File: src/rtl/tbs_uart_cmd_rx.sv
// tbs_uart_cmd_rx: UART byte receiver with 2-bit opcode command decoder driving TBS mode bits and pulses.
// Define UART_RX_PARITY_EN to expect an even-parity bit after bit 7 (8E1 instead of 8N1).
module tbs_uart_cmd_rx #(
  parameter int CLK_FREQ     = 8000000,
  parameter int BAUD_RATE    = 115200,
  parameter int CLKS_PER_BIT = CLK_FREQ / BAUD_RATE
) (
  input  logic       clock_i,
  input  logic       reset_n_i,
  input  logic       uart_rx_i,
  output logic [7:0] rx_data_o,
  output logic       rx_valid_o,
  output logic       frame_err_o,
  output logic       trigger_start_mode_o,
  output logic       adaptive_mode_o,
  output logic       signal_select_o,
  output logic       enable_o,
  output logic       select_tbs_delta_steps_o,
  output logic       trigger_start_sampling_o,
  output logic       soft_reset_o,
  output logic       cmd_err_o
);
  localparam int CW = $clog2(CLKS_PER_BIT);
  localparam logic [CW-1:0] HALF = CW'(CLKS_PER_BIT / 2);
  localparam logic [CW-1:0] LAST = CW'(CLKS_PER_BIT - 1);
`ifdef UART_RX_PARITY_EN
  typedef enum logic [2:0] {IDLE, START, DATA, PARITY, STOP, BREAK} state_t;
  localparam state_t AFTER_DATA = PARITY;
`else
  typedef enum logic [2:0] {IDLE, START, DATA, STOP, BREAK} state_t;
  localparam state_t AFTER_DATA = STOP;
`endif
  state_t state;
  logic [1:0] sync, primed;
  logic armed;
  logic [CW-1:0] cnt;
  logic [2:0] bit_cnt;
  logic [7:0] shift;
  logic [4:0] mode;
  logic rx_s, tick;
  logic [1:0] op;
  assign rx_s = sync[1];
  assign tick = cnt == LAST;
  assign op = rx_data_o[7:6];
  assign {select_tbs_delta_steps_o, enable_o, signal_select_o, adaptive_mode_o, trigger_start_mode_o} = mode;
  // armed only rises once the synchronizer holds real samples that show an idle-high line
  always_ff @(posedge clock_i or negedge reset_n_i) begin
    if (!reset_n_i) begin
      state <= IDLE;
      sync <= 2'b11;
      primed <= 2'b00;
      armed <= 1'b0;
      cnt <= '0;
      bit_cnt <= '0;
      shift <= '0;
      rx_data_o <= '0;
      rx_valid_o <= 1'b0;
      frame_err_o <= 1'b0;
    end else begin
      sync <= {sync[0], uart_rx_i};
      primed <= {primed[0], 1'b1};
      armed <= armed | (primed[1] & rx_s);
      rx_valid_o <= 1'b0;
      frame_err_o <= 1'b0;
      case (state)
        IDLE: begin
          cnt <= '0;
          bit_cnt <= '0;
          if (armed && !rx_s) state <= START;
        end
        START: begin
          cnt <= (cnt == HALF) ? '0 : cnt + CW'(1);
          if (cnt == HALF) state <= rx_s ? IDLE : DATA;
        end
        DATA: begin
          cnt <= tick ? '0 : cnt + CW'(1);
          if (tick) begin
            shift <= {rx_s, shift[7:1]};
            bit_cnt <= bit_cnt + 3'd1;
            if (bit_cnt == 3'd7) state <= AFTER_DATA;
          end
        end
`ifdef UART_RX_PARITY_EN
        PARITY: begin
          cnt <= tick ? '0 : cnt + CW'(1);
          if (tick) begin
            frame_err_o <= rx_s != ^shift;
            state <= (rx_s != ^shift) ? BREAK : STOP;
          end
        end
`endif
        STOP: begin
          cnt <= tick ? '0 : cnt + CW'(1);
          if (tick) begin
            if (rx_s) rx_data_o <= shift;
            rx_valid_o <= rx_s;
            frame_err_o <= !rx_s;
            state <= rx_s ? IDLE : BREAK;
          end
        end
        BREAK: begin
          cnt <= '0;
          if (rx_s) state <= IDLE;
        end
        default: state <= IDLE;
      endcase
    end
  end
  always_ff @(posedge clock_i or negedge reset_n_i) begin
    if (!reset_n_i) begin
      mode <= '0;
      trigger_start_sampling_o <= 1'b0;
      soft_reset_o <= 1'b0;
      cmd_err_o <= 1'b0;
    end else begin
      trigger_start_sampling_o <= rx_valid_o && op == 2'b01;
      soft_reset_o <= rx_valid_o && op == 2'b10;
      cmd_err_o <= rx_valid_o && op == 2'b11;
      if (rx_valid_o && op == 2'b00) mode <= rx_data_o[4:0];
      else if (rx_valid_o && op == 2'b10) mode <= '0;
    end
  end
endmodule

File: config.mk
export PLATFORM = sky130hd
export DESIGN_NAME = tbs_uart_cmd_rx
export DESIGN_NICKNAME = d
export VERILOG_FILES = /design/src/rtl/tbs_uart_cmd_rx.sv
export SDC_FILE = /design/constraint.sdc
export NUM_CORES = 1
export LEC_CHECK = 0
export ABC_CLOCK_PERIOD_IN_PS = 2850
export CORE_UTILIZATION = 55
export DETAILED_ROUTE_END_ITERATION = 6
export GPL_TIMING_DRIVEN = 0
export PLACE_DENSITY = 0.78
export SLEW_MARGIN = 30
export SYNTH_ARGS = -nofsm -noshare
export SYNTH_HDL_FRONTEND = slang
export SYNTH_SLANG_ARGS = --single-unit
File: constraint.sdc
create_clock -name clock_i -period 2.85 [get_ports clock_i]
set_clock_uncertainty 0.2 [all_clocks]
set_input_delay 0.285 -clock clock_i [delete_from_list [all_inputs] [get_ports clock_i]]
set_output_delay 0.285 -clock clock_i [all_outputs]
set_load 0.01 [all_outputs]
Word-level counts from Yosys, hierarchy flattened
Cells that the tools add are included.
{"block": "totals", "register_bits": 44, "latchBits": 0, "ramBits": 0, "rom_bits": 0, "input_bits": 3, "output_inout_bits": 18, "elab_cells": 71, "memories": 0}
{"block": "op_classes", "add_sub_neg": 2, "multipliers": 0, "div_mod_pow": 0, "order_cmp": 0, "eq_ne": 16, "shift": 0, "n_mux": 20, "n_bitwise": 2, "n_reduce_logical": 17}
{"op": "2-to-1 mux 3 bit", "n": 8}
{"op": "one-hot mux 7 bit (3 select lines)", "n": 1}
{"op": "one-hot mux 3 bit (5 select lines)", "n": 1}
{"op": "2-to-1 mux 7 bit", "n": 2}
{"op": "!= test 2 bit, second input constant", "n": 6}
{"op": "2-to-1 mux 5 bit", "n": 2}
{"op": "adder 7 x 1 -> 7 bit, second input constant", "n": 1}
{"op": "equality test 7 x 6 -> 1 bit, second input constant", "n": 1}
{"op": "equality test 7 bit, second input constant", "n": 1}
{"op": "equality test 3 x 2 -> 1 bit, second input constant", "n": 2}
{"op": "equality test 3 bit, second input constant", "n": 2}
{"op": "one-hot mux 3 bit (2 select lines)", "n": 1}
{"op": "AND reduction 6 bit", "n": 1}
{"op": "logical AND 1 bit", "n": 5}
{"op": "equality test 2 bit, second input constant", "n": 2}
{"op": "2-to-1 mux 1 bit", "n": 4}
{"op": "AND reduction 2 bit", "n": 2}
{"op": "nonzero test 2 bit", "n": 2}
{"op": "OR reduction 2 bit", "n": 2}
{"op": "adder 3 x 1 -> 3 bit, second input constant", "n": 1}
{"op": "equality test 3 x 1 -> 1 bit, second input constant", "n": 1}
{"op": "zero test 3 bit", "n": 1}
{"op": "AND reduction 3 bit", "n": 1}
{"op": "nonzero test 3 bit", "n": 1}
{"op": "6 further kinds", "n": 6}

Logic depth before layout (Yosys ltp)
Gate-level depths: netlist of run 1.
{"block": "logic_depth", "ltp_word": 4, "mapped_depth": 6, "mapped_depth_nobuf": 6}

Worst setup path after synthesis of run 1
No wires, ideal clock.
{"block": "synth_path", "path_type": "reg-to-reg", "from": "register cnt[0]", "to": "register shift[0]", "setup_ps": 125, "t_arrival_ps": 1697, "required_ps": 2525, "slack_ps": 829, "stages_incl_launch_ff": 7, "path_buffers": 0, "period_less_slack_ps": 2021, "path_cell_list": "dfrtp_1 inv_1 ha_1 and4b_4 nand2_4 nor4_4 mux2_2"}
{"block": "synth_between", "elab_chain_len": 2}
{"element": "from (decl)", "line": "36", "text": "logic [CW-1:0] cnt;"}
{"element": "from (signal assigned)", "line": "72", "text": "cnt <= (cnt == HALF) ? '0 : cnt + CW'(1);"}
{"element": "from (signal assigned)", "line": "76", "text": "cnt <= tick ? '0 : cnt + CW'(1);"}
{"element": "from (signal assigned)", "line": "93", "text": "cnt <= tick ? '0 : cnt + CW'(1);"}
{"element": "equality test 7 bit", "line": "43", "text": "assign tick = cnt == LAST;"}
{"element": "AND reduction 2 bit (no line)"}
{"element": "to (signal assigned)", "line": "78", "text": "shift <= {rx_s, shift[7:1]};"}
{"element": "to (decl)", "line": "38", "text": "logic [7:0] shift;"}
Every way passes these cells.
A chain may end at the register's enable or synchronous reset.

Final worst setup path of run 1
{"block": "layout_path", "from": "register cnt[0]", "to": "register shift[7]"}
The elaborated chain is that of the path after synthesis.

==> results of run 1 <==
[cell families (layout without fill, tap and decap cells)]
logic type / Yosys count / after routing / share of synthesized area (%)
adder cells (fa/ha/maj): 5 / 5 / 3.20
AND/OR/NAND/NOR: 51 / 51 / 14.8
buffers and inverters: 15 / 45 / 2.94
AO/OA/AOI/OAI: 38 / 38 / 11.8
XOR/XNOR: 1 / 1 / 0.448
flip-flops: 44 / 44 / 56.4
other: 1 / 1 / 0.192
multiplexers: 18 / 18 / 10.2
[through the flow]
| stage | hold slack [ns] | setup slack (ns) |
|---|---|---|
| 2_1_floorplan | -0.211 | 0.829 |
| 3_3_place_gp | 0.137 | 0.257 |
| 3_5_place_dp | 0.0145 | 0.610 |
| 4_1_cts | 0.121 | 0.584 |
| 5_1_grt | 0.102 | 0.477 |
| 6_report | 0.134 | 0.586 |
[sequential cells by signal, summed over array words and instances, names as in the netlist]
signal / flops
rx_data_o: 8
shift: 8
cnt: 7
mode: 5
bit_cnt: 3
state: 3
primed: 2
sync: 2
armed: 1
cmd_err_o: 1
frame_err_o: 1
rx_valid_o: 1
soft_reset_o: 1
trigger_start_sampling_o: 1
[layout make-up]
cell class / count / area, sq um
buffer: 6 / 23.8
clock buffer: 6 / 51.3
clock inverter: 2 / 38.8
fill: 269 / 1030
inverter: 9 / 33.8
multi-input combinational: 114 / 795
sequential: 44 / 1100
tap: 46 / 57.6
timing repair buffer: 22 / 225
[placed cells by master (no fill, tap or decap), drive strengths merged, types with 3 or more instances in the layout]
cell type,instances
buf,3
mux2,16
a21oi,7
nor2,8
clkdlybuf4s50,19
clkbuf,11
nand2,19
ha,5
a31oi,3
o2bb2ai,3
nand3,7
o21ai,15
dfrtp,42
inv,8
nor3,4
[per-layer routing]
metal | share of wire, % | up-vias | wire length [um]
li1 | - | 665 | -
met1 | 48 | 690 | 1720
met2 | 47 | 26 | 1660
met3 | 3.7 | 5 | 130
met4 | 1.2 | 0 | 43
met5 | 0 | - | 0
[power by group]
group	leakage (nW)	switching, mW	total, mW	internal (mW)
logic	0.399	0.151	0.235	0.0846
clock network	0.0484	0.203	0.413	0.210
registers	0.587	0.0490	0.716	0.667
[path summary, 6_finish.rpt]
path,end,slack [ns],startpoint
setup / recovery,shift[7],0.59,cnt[0]
hold / removal,sync[0],0.13,uart_rx_i
setup reg to reg,shift[7],0.59,cnt[0]
hold reg to reg,primed[1],0.17,primed[0]
max in group asynchronous,rx_valid_o,1.85,reset_n_i
min in group asynchronous,cnt[6],0.15,reset_n_i
==> flow_metrics.tcl, run 1 <==
set metrics [dict create \
    grt_max_degree 31 \
    period_minus_slack_ns 2.26 \
    drive_gt1_share_pct 18.2 \
    place_hpwl_um 2590 \
    rows 21 \
    use_met2_pct 30.1 \
    final_util_pct 69.2 \
    grt_pass1_vias 1219 \
    numCtsBuffers 5 \
    cts_sinks 44 \
    clockBufferDepth 2 \
    yosysUniqueCellTypes 40 \
    synth_common_cells "42 x dfrtp_1, 18 x nand2_1, 16 x mux2_2, 15 x o21ai_0, 8 x inv_1" \
    synth_area_leader_cell "dfrtp_1" \
    ctsRootBufferMaster "clkbuf_4" \
    fmax_ghz 0.442 \
    netlist_area_sq_um 1960 \
    die_w_um 61.6 \
    worstSetupStartpointType "register" \
    yosysSeqAreaShare_pct 56.4 \
    postCtsHoldBufs 1 \
    synth_ff_type "dfrtp_1" \
    cp_num_cells 6 \
    async_flop_share_pct 100 \
    dp_cells 240 \
    firstDrtPassIters 4 \
    placed_cell_area_sq_um 2230 \
    die_area_sq_um 3800 \
    vias 1386 \
    layout.nets 210 \
    synth_nets 181 \
    wirelength_um 3560 \
    syn_inst 173 \
    antenna_found_initial 0 \
    drc 0 \
    cts_resized 0 \
    cp_num_buf_inv 1 \
    hold_viol_final 0 \
    max_stage_delay_ns 0.45 \
    cts_setup_buffers 0 \
    wl_per_cell_um 14.3 \
    p_leak_nw 1.03 \
    fin_crit_sh_pct 79.4 \
    antenna_cells 0 \
    synth-edff-count 0 \
    synth_top_cell_area_share_pct 53.7 \
    track_usage_pct 21.2 \
    cp_max_fo 8 \
    final_cells 249 \
    busiest_layer "met1" \
    drt_iter0_drc 71 \
    finalSetupTns_ns 0 \
    dieHeight_um 61.6 \
    synth_area_per_cell_sq_um 11.3 \
    slew_headroom_pct 61.9 \
    grt.overflow.total 0 \
    yosys_warnings 0 \
    setup_viol_count_final 0 \
    grt_pass1_wl_um 5690 \
    finalInstanceArea_sq_um 2330 \
    worst_ir_drop_vdd_mv 0.549 \
    drtAntennaViolNets 0 \
    status "complete, no violations" \
    crit_chain "inv_1, ha_1, and4b_4, nand2_4, nor4_4, mux2_2" \
    vias_per_cell 5.57 \
    drv_slew 0 \
    synth_top_cells_by_area "dfrtp_1 54%, mux2_2 9.2%, o21ai_0 3.8%" \
    path_clk_slew_ns 0.13 \
    cap_violations 0 \
    design.core.area_sq_um 3360 \
    rr_worst_depth 6 \
    grtUsageMet1_pct 31.3 \
    hold-path-cell-count 1 \
    io_pins 21 \
    critPathSlowestCell "nor4_4" \
    cts_tree "done" \
    powerDensity_nw_per_um2 586 \
    initial_core_util_pct 58.1 \
    clock_latency_ns 0.36 \
    critPathKind "reg2reg" \
    place.gp.congestion 0.904 \
    critPathTopFamily "simple AND/OR/NAND/NOR gates" \
    rsz0062_at_grt "no" \
    met3_usage_pct 6.30 \
    yosysMostFrequentCell "dfrtp_1" \
    area_delta_synth_final_pct 19.1 \
    cts-htree-levels 2 \
    holdCritPathClass "in2reg" \
    tightest_slew_ns 0.567 \
    portBuffers 20 \
    finalPower_mw 1.37 \
    cp-end-kind "register" \
    critPathArrivalTime_ns 2.31 \
    crit_required_ns 2.89 \
    ys_ff_latch 44 \
]
No activity file was read; power rests on OpenSTA's default activity.
==> run 2: changes to the inputs <==
ABC_CLOCK_PERIOD_IN_PS = 2340   (was 2850)
clock period = 2.34 ns   (was 2.85 ns; I/O delays follow)
==> flow_metrics.tcl, run 2 (synthesis gave the netlist of run 1 again) <==
set metrics [dict create \
    layout_common_cells "42 x dfrtp_1, 19 x clkdlybuf4s50_1, 18 x nand2_1" \
    num-fill-cells 266 \
    status "complete, no violations" \
    cp_max_fo 8 \
    area_delta_synth_final_pct 19.8 \
    drt_iter0_drc 64 \
    antenna_cells 0 \
    placed_cell_area_sq_um 2230 \
    dp_cells 240 \
    wirelength_um 3620 \
    final_util_pct 69.7 \
    worstHoldEndpoint "sync[0]" \
    r2r_setup_slack_ns 0.15 \
    worst_ir_drop_vdd_mv 0.669 \
    crit_required_ns 2.39 \
    p_seq_share_pct 52.4 \
    wl_per_cell_um 14.4 \
    track_usage_pct 21.2 \
    critPathArrivalTime_ns 2.23 \
    drc 0 \
    worstSetupStartpointType "register" \
    finalInstanceArea_sq_um 2340 \
    cts_resized 0 \
    critPathSlowestCell "dfrtp_1" \
    multi_input_area_sq_um 795 \
    vias_per_cell 5.61 \
    clockBufferDepth 2 \
    finalPower_mw 1.67 \
    portBuffers 20 \
    cts_tree "done" \
    hold-path-cell-count 1 \
    reg_top3 "rx_data_o (8), shift (8), cnt (7)" \
    sw_frac_of_total_pct 29.6 \
    cp-end-kind "register" \
    final_common_cell "dfrtp_1" \
    layout.nets 212 \
    p_comb_share_pct 17.3 \
    max_stage_delay_ns 0.42 \
    min_from "uart_rx_i" \
    r2r-end "shift[7]" \
    dieHeight_um 61.6 \
    cts_sinks 44 \
    grt_pass1_vias 1219 \
    vias 1407 \
    place_hpwl_um 2590 \
    rsz0062_at_grt "no" \
    grt.overflow.total 0 \
    r2r_start "cnt[0]" \
    antenna_found_initial 0 \
    cell_internal_pwr_mw 1.17 \
    critPathKind "reg2reg" \
    clock_latency_ns 0.36 \
    hold_viol_final 0 \
    p_leak_nw 1.04 \
    fin_crit_sh_pct 93.5 \
    grt_pass1_wl_um 5690 \
    firstDrtPassIters 4 \
    grt_max_degree 31 \
    fmax_ghz 0.457 \
    initial_core_util_pct 58.1 \
    rr_worst_depth 7 \
    crit_chain "inv_1, ha_1, and4b_4, nand2_4, nor4_4, buf_4, mux2_2" \
    holdCritPathClass "in2reg" \
    drive_gt1_share_pct 19.0 \
    register_area_sq_um 1100 \
    io_pins 21 \
    ctsRootBufferMaster "clkbuf_4" \
    powerDensity_nw_per_um2 711 \
    drtAntennaViolNets 0 \
    cap_violations 0 \
    final_cells 251 \
    die_w_um 61.6 \
    period_minus_slack_ns 2.19 \
    p_switching_mw 0.494 \
    cts-htree-levels 2 \
    drv_slew 0 \
    numCtsBuffers 5 \
    die_area_sq_um 3800 \
    rows 21 \
    place.gp.congestion 0.904 \
    design.core.area_sq_um 3360 \
    setup_viol_count_final 0 \
    path_clk_slew_ns 0.13 \
    clkPwrFrac_pct 30.4 \
]
-- run 2: per-stage QoR --
stage	setup WS [ns]	setup TNS [ns]	hold slack (ns)
finish	0.152	0	0.0811
global route	0.0913	0	0.0513
CTS	0.0735	0	0.0698
detailed placement	0.100	0	-0.0365
global placement	-0.202	-8.39	0.137
floorplan	0.319	0	-0.262
-- run 2: cell type report --
type | instances | share of cell area, %
sequential | 44 | 47.1
multi-input combinational | 114 | 33.9
timing repair buffer | 24 | 10.3
tap | 46 | 2.46
clock buffer | 6 | 2.19
clock inverter | 2 | 1.66
inverter | 9 | 1.44
buffer | 6 | 1.01
-- run 2: critical path, delay by kind of cell (launching register included) --
family	cells	cell delay, ns
buf+inv	2	0.33
simple gates	3	0.59
mux	1	0.34
fa+ha+maj	1	0.19
flops	1	0.42
-- run 2: power groups by stage --
stage | Combinational [mW] | Clock, mW | Sequential (mW)
finish | 0.287 | 0.506 | 0.872
global route | 0.324 | 0.543 | 0.881
CTS | 0.283 | 0.517 | 0.871
detailed placement | 0.280 | 0 | 0.886
global placement | 0.268 | 0 | 0.882
floorplan | 0.212 | 0 | 0.872
-- run 2: worst max-delay path by stage --
stage	start	end	cells after the start
detailed placement	cnt[0]	shift[2]	6
finish	cnt[0]	shift[7]	7
CTS	cnt[0]	shift[7]	6
global route	cnt[0]	shift[7]	7
floorplan	cnt[0]	shift[0]	6
global placement	reset_n_i	shift[4]	1
-- run 2: what timing repair did --
| action | 4_1_cts | 5_1_grt |
|---|---|---|
| endpoints found under the setup margin | 0 | 16 |
| hold buffers | 1 | 0 |
| hold endpoints to repair | 44 | 0 |
| setup buffers | 0 | 2 |
-- run 2: routing by layer --
metal,wire length (um),vias up,GRT usage (%)
met5,0,-,0
met4,46,0,6.67
met3,164,6,6.30
met2,1690,39,30.1
met1,1710,688,31.3
li1,-,674,-
==> run 3: changes to the inputs <==
PLACE_DENSITY = 0.87   (was 0.78)
==> flow_metrics.tcl, run 3 (synthesis gave the netlist of run 1 again) <==
set metrics [dict create \
    design.core.area_sq_um 3360 \
    fmax_ghz 0.451 \
    drv_slew 0 \
    cp_max_fo 8 \
    p_switching_mw 0.498 \
    vias_per_cell 5.71 \
    cell_internal_pwr_mw 1.17 \
    grt.overflow.total 0 \
    wl_per_cell_um 14.8 \
    clkPwrFrac_pct 29.9 \
    grt_max_degree 32 \
    path_clk_slew_ns 0.12 \
    worst_ir_drop_vdd_mv 0.698 \
    grt_pass1_vias 1236 \
    final_common_cell "dfrtp_1" \
    track_usage_pct 21.8 \
    wirelength_um 3700 \
    finalSetupTns_ns 0 \
    p_seq_share_pct 52.5 \
    clockBufferDepth 2 \
    hold_viol_final 0 \
    final_util_pct 69.6 \
    p_leak_nw 1.04 \
    rows 21 \
    die_area_sq_um 3800 \
    sw_frac_of_total_pct 29.8 \
    antenna_cells 0 \
    hold_slack_ns 0.0831 \
    area_delta_synth_final_pct 19.7 \
    io_pins 21 \
    grt_pass1_wl_um 5810 \
    layout.nets 211 \
    cap_violations 0 \
    setup_viol_count_final 0 \
    layout_common_cells "42 x dfrtp_1, 19 x clkdlybuf4s50_1, 18 x nand2_1" \
    fin_crit_sh_pct 94.7 \
    initial_core_util_pct 58.1 \
    critPathKind "reg2reg" \
    drt_iter0_drc 92 \
    critPathArrivalTime_ns 2.26 \
    drtAntennaViolNets 0 \
    cp-end-kind "register" \
    firstDrtPassIters 5 \
    die_w_um 61.6 \
    worstSetupStartpointType "register" \
    crit_required_ns 2.38 \
    rsz0062_at_grt "no" \
    dieHeight_um 61.6 \
    numCtsBuffers 5 \
    drive_gt1_share_pct 19.1 \
    clock_latency_ns 0.36 \
    powerDensity_nw_per_um2 714 \
    period_minus_slack_ns 2.22 \
    place_hpwl_um 2670 \
    p_comb_share_pct 17.6 \
    vias 1428 \
    antenna_found_initial 0 \
    status "complete, no violations" \
    cts_sinks 44 \
    holdCritPathClass "in2reg" \
    reg_top3 "rx_data_o (8), shift (8), cnt (7)" \
    cts_tree "done" \
    portBuffers 20 \
    ctsRootBufferMaster "clkbuf_4" \
    place.gp.congestion 0.938 \
    cts-htree-levels 2 \
    drc 0 \
]
-- run 3: cell count changes in the layout (fill, tap and decap cells not counted), sizes merged --
cell / delta
buf: -1
-- run 3: final timing paths --
kind	start	end	slack (ns)	depth (start not counted)
worst min register to register	primed[0]	primed[1]	0.16	0
max in group asynchronous	reset_n_i	rx_data_o[4]	1.40	3
min in group asynchronous	reset_n_i	cnt[3]	0.09	2
worst max register to register	cnt[0]	shift[5]	0.12	7
worst max-delay path	cnt[0]	shift[5]	0.12	7
worst min-delay path	uart_rx_i	sync[0]	0.08	1
-- run 3: cell type report --
| type | instances | area [sq um] |
|---|---|---|
| Sequential cell | 44 | 1100 |
| Fill cell | 252 | 1020 |
| Multi-Input combinational cell | 114 | 800 |
| Timing Repair Buffer | 23 | 233 |
| Tap cell | 46 | 57.6 |
| Clock buffer | 6 | 51.3 |
| Clock inverter | 2 | 38.8 |
| Inverter | 9 | 33.8 |
| Buffer | 6 | 23.8 |
-- run 3: layer usage --
| metal | wire length [um] | track usage (%) |
|---|---|---|
| met4 | 62 | 11.4 |
| met2 | 1770 | 31.8 |
| met5 | 0 | 0 |
| met1 | 1660 | 30.6 |
| met3 | 207 | 4.62 |
-- run 3: power groups by stage --
stage / Sequential [mW] / Clock (mW) / Combinational, mW
2_1_floorplan: 0.872 / 0 / 0.212
3_3_place_gp: 0.881 / 0 / 0.266
3_5_place_dp: 0.889 / 0 / 0.283
4_1_cts: 0.874 / 0.509 / 0.286
5_1_grt: 0.883 / 0.536 / 0.329
6_report: 0.878 / 0.500 / 0.293
-- run 3: repair_timing --
| item | CTS | global route |
|---|---|---|
| endpoints found under the setup margin | 0 | 9 |
| hold buffers | 1 | 0 |
| buffers inserted | 0 | 1 |
| resized for setup | 0 | 1 |
| endpoints found under the hold margin | 44 | 0 |
-- run 3: worst max-delay path, cell delays in order, from the launching register on --
cell	delay [ns]
dfrtp_1	0.42
inv_1	0.12
ha_1	0.20
and4b_4	0.30
nand2_4	0.08
nor4_4	0.21
buf_4	0.21
mux2_2	0.35
-- run 3: through the flow --
step           instances  worst slack (ns)  area, sq um  power, mW
6_report             250             0.123         2340       1.67
5_1_grt              250            0.0594         2340       1.75
4_1_cts              249            0.0643         2330       1.67
3_5_place_dp         240            0.0839         2230       1.17
3_3_place_gp         239            -0.160         2210       1.15
2_1_floorplan        173             0.319         1960       1.08
